$ cat config.mk
export PLATFORM = sky130hd
export DESIGN_NAME = disp_7seg_mux
export DESIGN_NICKNAME = d
export VERILOG_FILES = /design/src/rtl/disp_pkg.sv /design/src/rtl/seg7_decode.sv /design/src/rtl/disp_7seg_mux.sv
export SDC_FILE = /design/constraint.sdc
export NUM_CORES = 1
export LEC_CHECK = 0
export ABC_AREA = 0
export CORE_ASPECT_RATIO = 1.75
export CORE_MARGIN = 2
export CORE_UTILIZATION = 55
export CTS_BUF_LIST = sky130_fd_sc_hd__clkbuf_16
export CTS_CLUSTER_DIAMETER = 120
export DETAILED_ROUTE_END_ITERATION = 10
export PLACE_DENSITY = 0.78
export RECOVER_POWER = 100
export SLEW_MARGIN = 0
export SYNTH_ARGS = -nofsm -noshare
export SYNTH_HDL_FRONTEND = slang
export SYNTH_SLANG_ARGS = --single-unit
$ cat constraint.sdc
create_clock -name clk -period 4.6 [get_ports clk]
set_input_delay 0.69 -clock clk [delete_from_list [all_inputs] [get_ports clk]]
set_output_delay 0.69 -clock clk [all_outputs]
set_load 0.03 [all_outputs]
$ cat src/rtl/disp_pkg.sv
// Shared constants for the digital-clock display stage: digit count,
// active-low seven-segment patterns and blink field encodings.
package disp_pkg;

  localparam int NUM_DIG = 6;

  // Active-low segment patterns, bit order {g,f,e,d,c,b,a}.
  localparam logic [6:0] SEG_0     = 7'b1000000;
  localparam logic [6:0] SEG_1     = 7'b1111001;
  localparam logic [6:0] SEG_2     = 7'b0100100;
  localparam logic [6:0] SEG_3     = 7'b0110000;
  localparam logic [6:0] SEG_4     = 7'b0011001;
  localparam logic [6:0] SEG_5     = 7'b0010010;
  localparam logic [6:0] SEG_6     = 7'b0000010;
  localparam logic [6:0] SEG_7     = 7'b1111000;
  localparam logic [6:0] SEG_8     = 7'b0000000;
  localparam logic [6:0] SEG_9     = 7'b0010000;
  localparam logic [6:0] SEG_BLANK = 7'b1111111;

  typedef enum logic [1:0] {
    BLK_NONE = 2'b00,
    BLK_S    = 2'b01,
    BLK_MI   = 2'b10,
    BLK_H    = 2'b11
  } blk_sel_e;

endpackage

$ cat src/rtl/seg7_decode.sv
// Combinational BCD digit to active-low seven-segment pattern.
module seg7_decode
  import disp_pkg::*;
(
  input  logic [3:0] bcd,
  output logic [6:0] seg
);

  always_comb begin
    case (bcd)
      4'd0:    seg = SEG_0;
      4'd1:    seg = SEG_1;
      4'd2:    seg = SEG_2;
      4'd3:    seg = SEG_3;
      4'd4:    seg = SEG_4;
      4'd5:    seg = SEG_5;
      4'd6:    seg = SEG_6;
      4'd7:    seg = SEG_7;
      4'd8:    seg = SEG_8;
      4'd9:    seg = SEG_9;
      default: seg = SEG_BLANK;
    endcase
  end

endmodule

$ cat src/rtl/disp_7seg_mux.sv
// Six-digit multiplexed seven-segment driver for hh:mm:ss with per-frame
// input snapshots, field blinking and global blanking. Outputs are registered.
module disp_7seg_mux
  import disp_pkg::*;
#(
  parameter int REFRESH_DIV = 50000,
  parameter int BLINK_DIV   = 25000000
) (
  input  logic       clk,
  input  logic       rst,
  input  logic       enable_disp,
  input  logic [5:0] cnt_h,
  input  logic [5:0] cnt_mi,
  input  logic [5:0] cnt_s,
  input  logic [1:0] blink_sel,
  output logic [6:0] seg,
  output logic       dp,
  output logic [5:0] an
);

  localparam int RW = (REFRESH_DIV > 2) ? $clog2(REFRESH_DIV) : 1;
  localparam int BW = (BLINK_DIV > 2) ? $clog2(BLINK_DIV) : 1;
  localparam logic [RW-1:0] REF_LAST = RW'(REFRESH_DIV - 1);
  localparam logic [BW-1:0] BLK_LAST = BW'(BLINK_DIV - 1);
  localparam logic [2:0]    DIG_LAST = 3'(NUM_DIG - 1);

  logic [RW-1:0] ref_cnt_q, ref_cnt_d;
  logic [BW-1:0] blk_cnt_q, blk_cnt_d;
  logic          blk_ph_q, blk_ph_d;
  logic [2:0]    dig_q, dig_d;
  logic [5:0]    snap_h_q, snap_h_d;
  logic [5:0]    snap_mi_q, snap_mi_d;
  logic [5:0]    snap_s_q, snap_s_d;
  logic [5:0]    an_q, an_d;
  logic [6:0]    seg_q, seg_d;
  logic          dp_q, dp_d;

  logic          tick;
  logic          blk_end;
  logic          dig_valid;
  logic          in_blink_field;
  logic [5:0]    field_val;
  logic [3:0]    bcd_digit;
  logic [6:0]    dec_seg;

  // NOTE: every always_comb output gets a default first so no path can infer a latch.
  always_comb begin
    tick      = (ref_cnt_q == REF_LAST);
    ref_cnt_d = tick ? '0 : ref_cnt_q + 1'b1;

    dig_d = dig_q;
    if (tick) dig_d = (dig_q >= DIG_LAST) ? 3'd0 : dig_q + 3'd1;

    // Fresh data is captured as the last slot ends, so a whole frame shows one time value.
    snap_h_d  = snap_h_q;
    snap_mi_d = snap_mi_q;
    snap_s_d  = snap_s_q;
    if (tick && dig_q == DIG_LAST) begin
      snap_h_d  = cnt_h;
      snap_mi_d = cnt_mi;
      snap_s_d  = cnt_s;
    end

    blk_end   = (blk_cnt_q == BLK_LAST);
    blk_cnt_d = blk_end ? '0 : blk_cnt_q + 1'b1;
    blk_ph_d  = blk_ph_q ^ blk_end;
  end

  // Digit pairs: dig[2:1] picks the field (0 = s, 1 = mi, 2 = h), dig[0] picks tens.
  always_comb begin
    dig_valid = (dig_q <= DIG_LAST);
    case (dig_q[2:1])
      2'd0:    field_val = snap_s_q;
      2'd1:    field_val = snap_mi_q;
      2'd2:    field_val = snap_h_q;
      default: field_val = 6'd0;
    endcase
    bcd_digit = dig_q[0] ? 4'(field_val / 6'd10) : 4'(field_val % 6'd10);

    case (blk_sel_e'(blink_sel))
      BLK_S:   in_blink_field = (dig_q[2:1] == 2'd0);
      BLK_MI:  in_blink_field = (dig_q[2:1] == 2'd1);
      BLK_H:   in_blink_field = (dig_q[2:1] == 2'd2);
      default: in_blink_field = 1'b0;
    endcase
  end

  seg7_decode u_dec (
    .bcd (bcd_digit),
    .seg (dec_seg)
  );

  always_comb begin
    seg_d = dig_valid ? dec_seg : SEG_BLANK;
    dp_d  = !(dig_q == 3'd2 || dig_q == 3'd4);
    an_d  = 6'b111111;
    if (enable_disp && dig_valid && !(blk_ph_q && in_blink_field))
      an_d = ~(6'b000001 << dig_q);
  end

  // NOTE: sequential state uses non-blocking assignments so every flop samples pre-edge values.
  always_ff @(posedge clk or negedge rst) begin
    if (!rst) begin
      ref_cnt_q <= '0;
      blk_cnt_q <= '0;
      blk_ph_q  <= 1'b0;
      dig_q     <= 3'd0;
      snap_h_q  <= 6'd0;
      snap_mi_q <= 6'd0;
      snap_s_q  <= 6'd0;
      an_q      <= 6'b111111;
      seg_q     <= SEG_BLANK;
      dp_q      <= 1'b1;
    end else begin
      ref_cnt_q <= ref_cnt_d;
      blk_cnt_q <= blk_cnt_d;
      blk_ph_q  <= blk_ph_d;
      dig_q     <= dig_d;
      snap_h_q  <= snap_h_d;
      snap_mi_q <= snap_mi_d;
      snap_s_q  <= snap_s_d;
      an_q      <= an_d;
      seg_q     <= seg_d;
      dp_q      <= dp_d;
    end
  end

  assign an  = an_q;
  assign seg = seg_q;
  assign dp  = dp_q;

endmodule

==> results.ini <==
[final_layout]
fin_area_um2 = 4660
num_antenna_cells = 0
final_util_pct = 65.3
drive_above_1_share_pct = 14.3
fin_nets = 453
area_delta_synth_final_pct = 16.7

[synthesis]
synth_top_area_share_pct = 39.5
synth_xor_area_share_pct = 8.34
synthSimpleGateAreaFrac_pct = 17.9
syn_nets = 416
synth_top_family_by_area = simple AND/OR/NAND/NOR gates
yosys.cell_types.count = 60
synth_fa_ha_area_share_pct = 4.39
avgSynthCellArea_um2 = 10.5
synth_compound_area_share_pct = 11.1
synthArstFlopShare_pct = 100
synth-edff-count = 0
synth_most_common_cell = dfrtp_1
syn_area_um2 = 3990
seq_area_frac_synth_pct = 48.7
synthTopCellsByArea = dfrtp_1, dfstp_2, mux2_2
yosysWarnings = 0
synth_flop_cell = dfrtp_1
ys_top_cells_by_count = dfrtp_1, nor2_1, nand2_1, nand3_1, xor2_1
yosysTopAreaCell = dfrtp_1
postSynthRegisterBits = 77
synth_mux_area_share_pct = 7.12
synth_cells = 379

[setup_path]
worstPathCellList = and2b_1 > o2bb2ai_2 > ha_1 > nor4b_1 > a31oi_1 > nand3_1 > nand3_1 > o22a_1 > ha_1 > or2_2 > a21oi_1 > a31oi_1 > o31a_1 > nor2_2 > mux2_2 > a2bb2oi_1
worstReg2RegStart = dig_q[1]
cp_max_fo = 10
crit_type = reg -> reg
cpMaxStageDelayCell = dfrtp_1
slowest_delay_ns = 0.49
critPathLaunch = dig_q[1]
critPathRequiredTime_ns = 4.86
arrival_ns = 4.36
cp-start-kind = flop
cp-end-kind = flop

[timing]
hold_viol_final = 0
holdWs_ns = 0.471
slew_violations = 78
final-setup-viol-count = 0
slew_headroom_pct = -21.0
fmax_ghz = 0.244
setup_tns_ns = 0
rsz0062_at_grt = no
worst_pin_slew_ns = 1.81
clock_skew_ns = 0.00553
fin_crit_sh_pct = 89.1
final.min_clock_period_ns = 4.10

[global_routing]
grt_usage_pct = 22.8
grt.busiest_layer = met2
grt_overflow = 0
antenna_found_initial = 0
grt_util_met3_pct = 5.20
met2_usage_pct = 38.7
grt_pass1_vias = 3029
grt_max_degree = 78
use_met1_pct = 26.3
grt_pass1_wl_mm = 13.6

[placement]
place_congestion = 0.889
dp_hpwl_mm = 5.69
placed_area_um2 = 4420
portBuffers = 36

[clock_tree]
cts-root-buf = clkbuf_16
clock-sinks = 77
htree_levels = 3
worst_skew_pair.late_latency_ns = 0.33
holdBufCountCts = 0
cts-resized-gates = 0
numCtsBuffers = 9
cts_buffer_depth = 2
cts_tree = yes
post-cts-setup-buffers = 0
clk_pin_slew_ns = 0.06

[drt]
drcViolationCount = 0
ant_nets = 0
drt_first_pass_iters = 4
routed_via_density = 5.74
vias = 2909
drt_wl_total_mm = 7.97
wl_per_cell_um = 15.7
drtIter0Drc = 147

[hold_path]
hold_path_class = reg -> reg
hp-start = blk_ph_q

[die]
start_util_pct = 56.0
rows = 41
io-pin-count = 37
dieArea_um2 = 7980
core_um2 = 7130
fp.dieW_um = 68.4
die_h_um = 117

[power_and_ir_drop]
power_density_nw_per_um2 = 288
power_leakage_nw = 2.08
vdd_ir_drop_max_mv = 0.320

[status]
status = complete, but fails checks
violations = capacitance limit, slew limit

[run]
maxCapViolCount = 1

[path summary, 6_finish.rpt]
check | end | slack, ns | cells past startpoint
min in group asynchronous | ref_cnt_q[13] | 0.85 | 1
worst min register to register | blk_ph_q | 0.47 | 1
worst max-delay path | seg[4] | 0.50 | 16
worst min-delay path | blk_ph_q | 0.47 | 1
max in group asynchronous | snap_h_q[4] | 2.68 | 1
worst max register to register | seg[4] | 0.50 | 16
[worst max-delay path: cells and delay by family, from the launching register on]
| family | cells | cell delay (ns) |
|---|---|---|
| simple gates | 6 | 1.56 |
| compound gates | 7 | 1.04 |
| fa+ha+maj | 2 | 0.56 |
| flops | 1 | 0.49 |
| mux | 1 | 0.37 |
[sequential cells by signal, summed over array words and instances (netlist names)]
register,flops
an,6
blk_cnt_q,25
blk_ph_q,1
dig_q,3
dp,1
ref_cnt_q,16
seg,7
snap_h_q,6
snap_mi_q,6
snap_s_q,6
[layout make-up]
cell class,count,area [um2]
Clock buffer,9,225
Clock inverter,7,36.3
Fill cell,576,2470
Inverter,11,41.3
Multi-Input combinational cell,279,1940
Sequential cell,77,1940
Tap cell,86,108
Timing Repair Buffer,38,367
[metal layers]
metal | part of all wire [%] | wire, um
met1 | 41 | 3250
met2 | 53 | 4230
met3 | 3.2 | 251
met4 | 2.9 | 235
met5 | 0 | 0
[through the flow]
stage	instances	worst slack, ns	power, mW
finish	507	0.501	1.34
detailed placement	491	0.602	0.727
global route	507	0.138	1.39
CTS	507	0.574	1.36
floorplan	379	0.923	0.694
global placement	491	0.733	0.727
[layout by cell type, fill, tap and decap left out, drive strengths merged, types with 3 or more instances in the layout]
cell           Yosys  layout
nand3             27      27
nor2b              3       3
nand4              3       3
nor4               3       3
nand2             31      31
xor2              22      22
mux2i              7       7
o21ai             22      22
dfrtp             63      63
a21oi             11      11
clkinv             0       4
nor4b              5       5
xnor2             16      16
mux2              19      19
dfstp             14      14
nor2              38      38
or3                3       3
inv               11      13
dlygate4sd3        0      14
clkbuf             7      11
clkdlybuf4s50      0      21
nor3               3       3
ha                14      14
and3              14      14
[cell families (layout without fill, tap and decap cells)]
logic type                 Yosys count  count (layout)
xor gates and xnor gates            38              38
and+or+nand+nor                    140             140
adders and majority gates           14              14
muxes                               26              26
buffers and inverters               23              65
DFF                                 77              77
AOI/OAI and AO/OA                   61              61
[power breakdown]
| group | switching, mW | internal, mW | leakage, nW |
|---|---|---|---|
| registers | 0.0000628 | 0.679 | 0.998 |
| logic | 0.0175 | 0.0177 | 0.952 |
| clock network | 0.269 | 0.357 | 0.133 |
No activity file was read; power rests on OpenSTA's default activity.
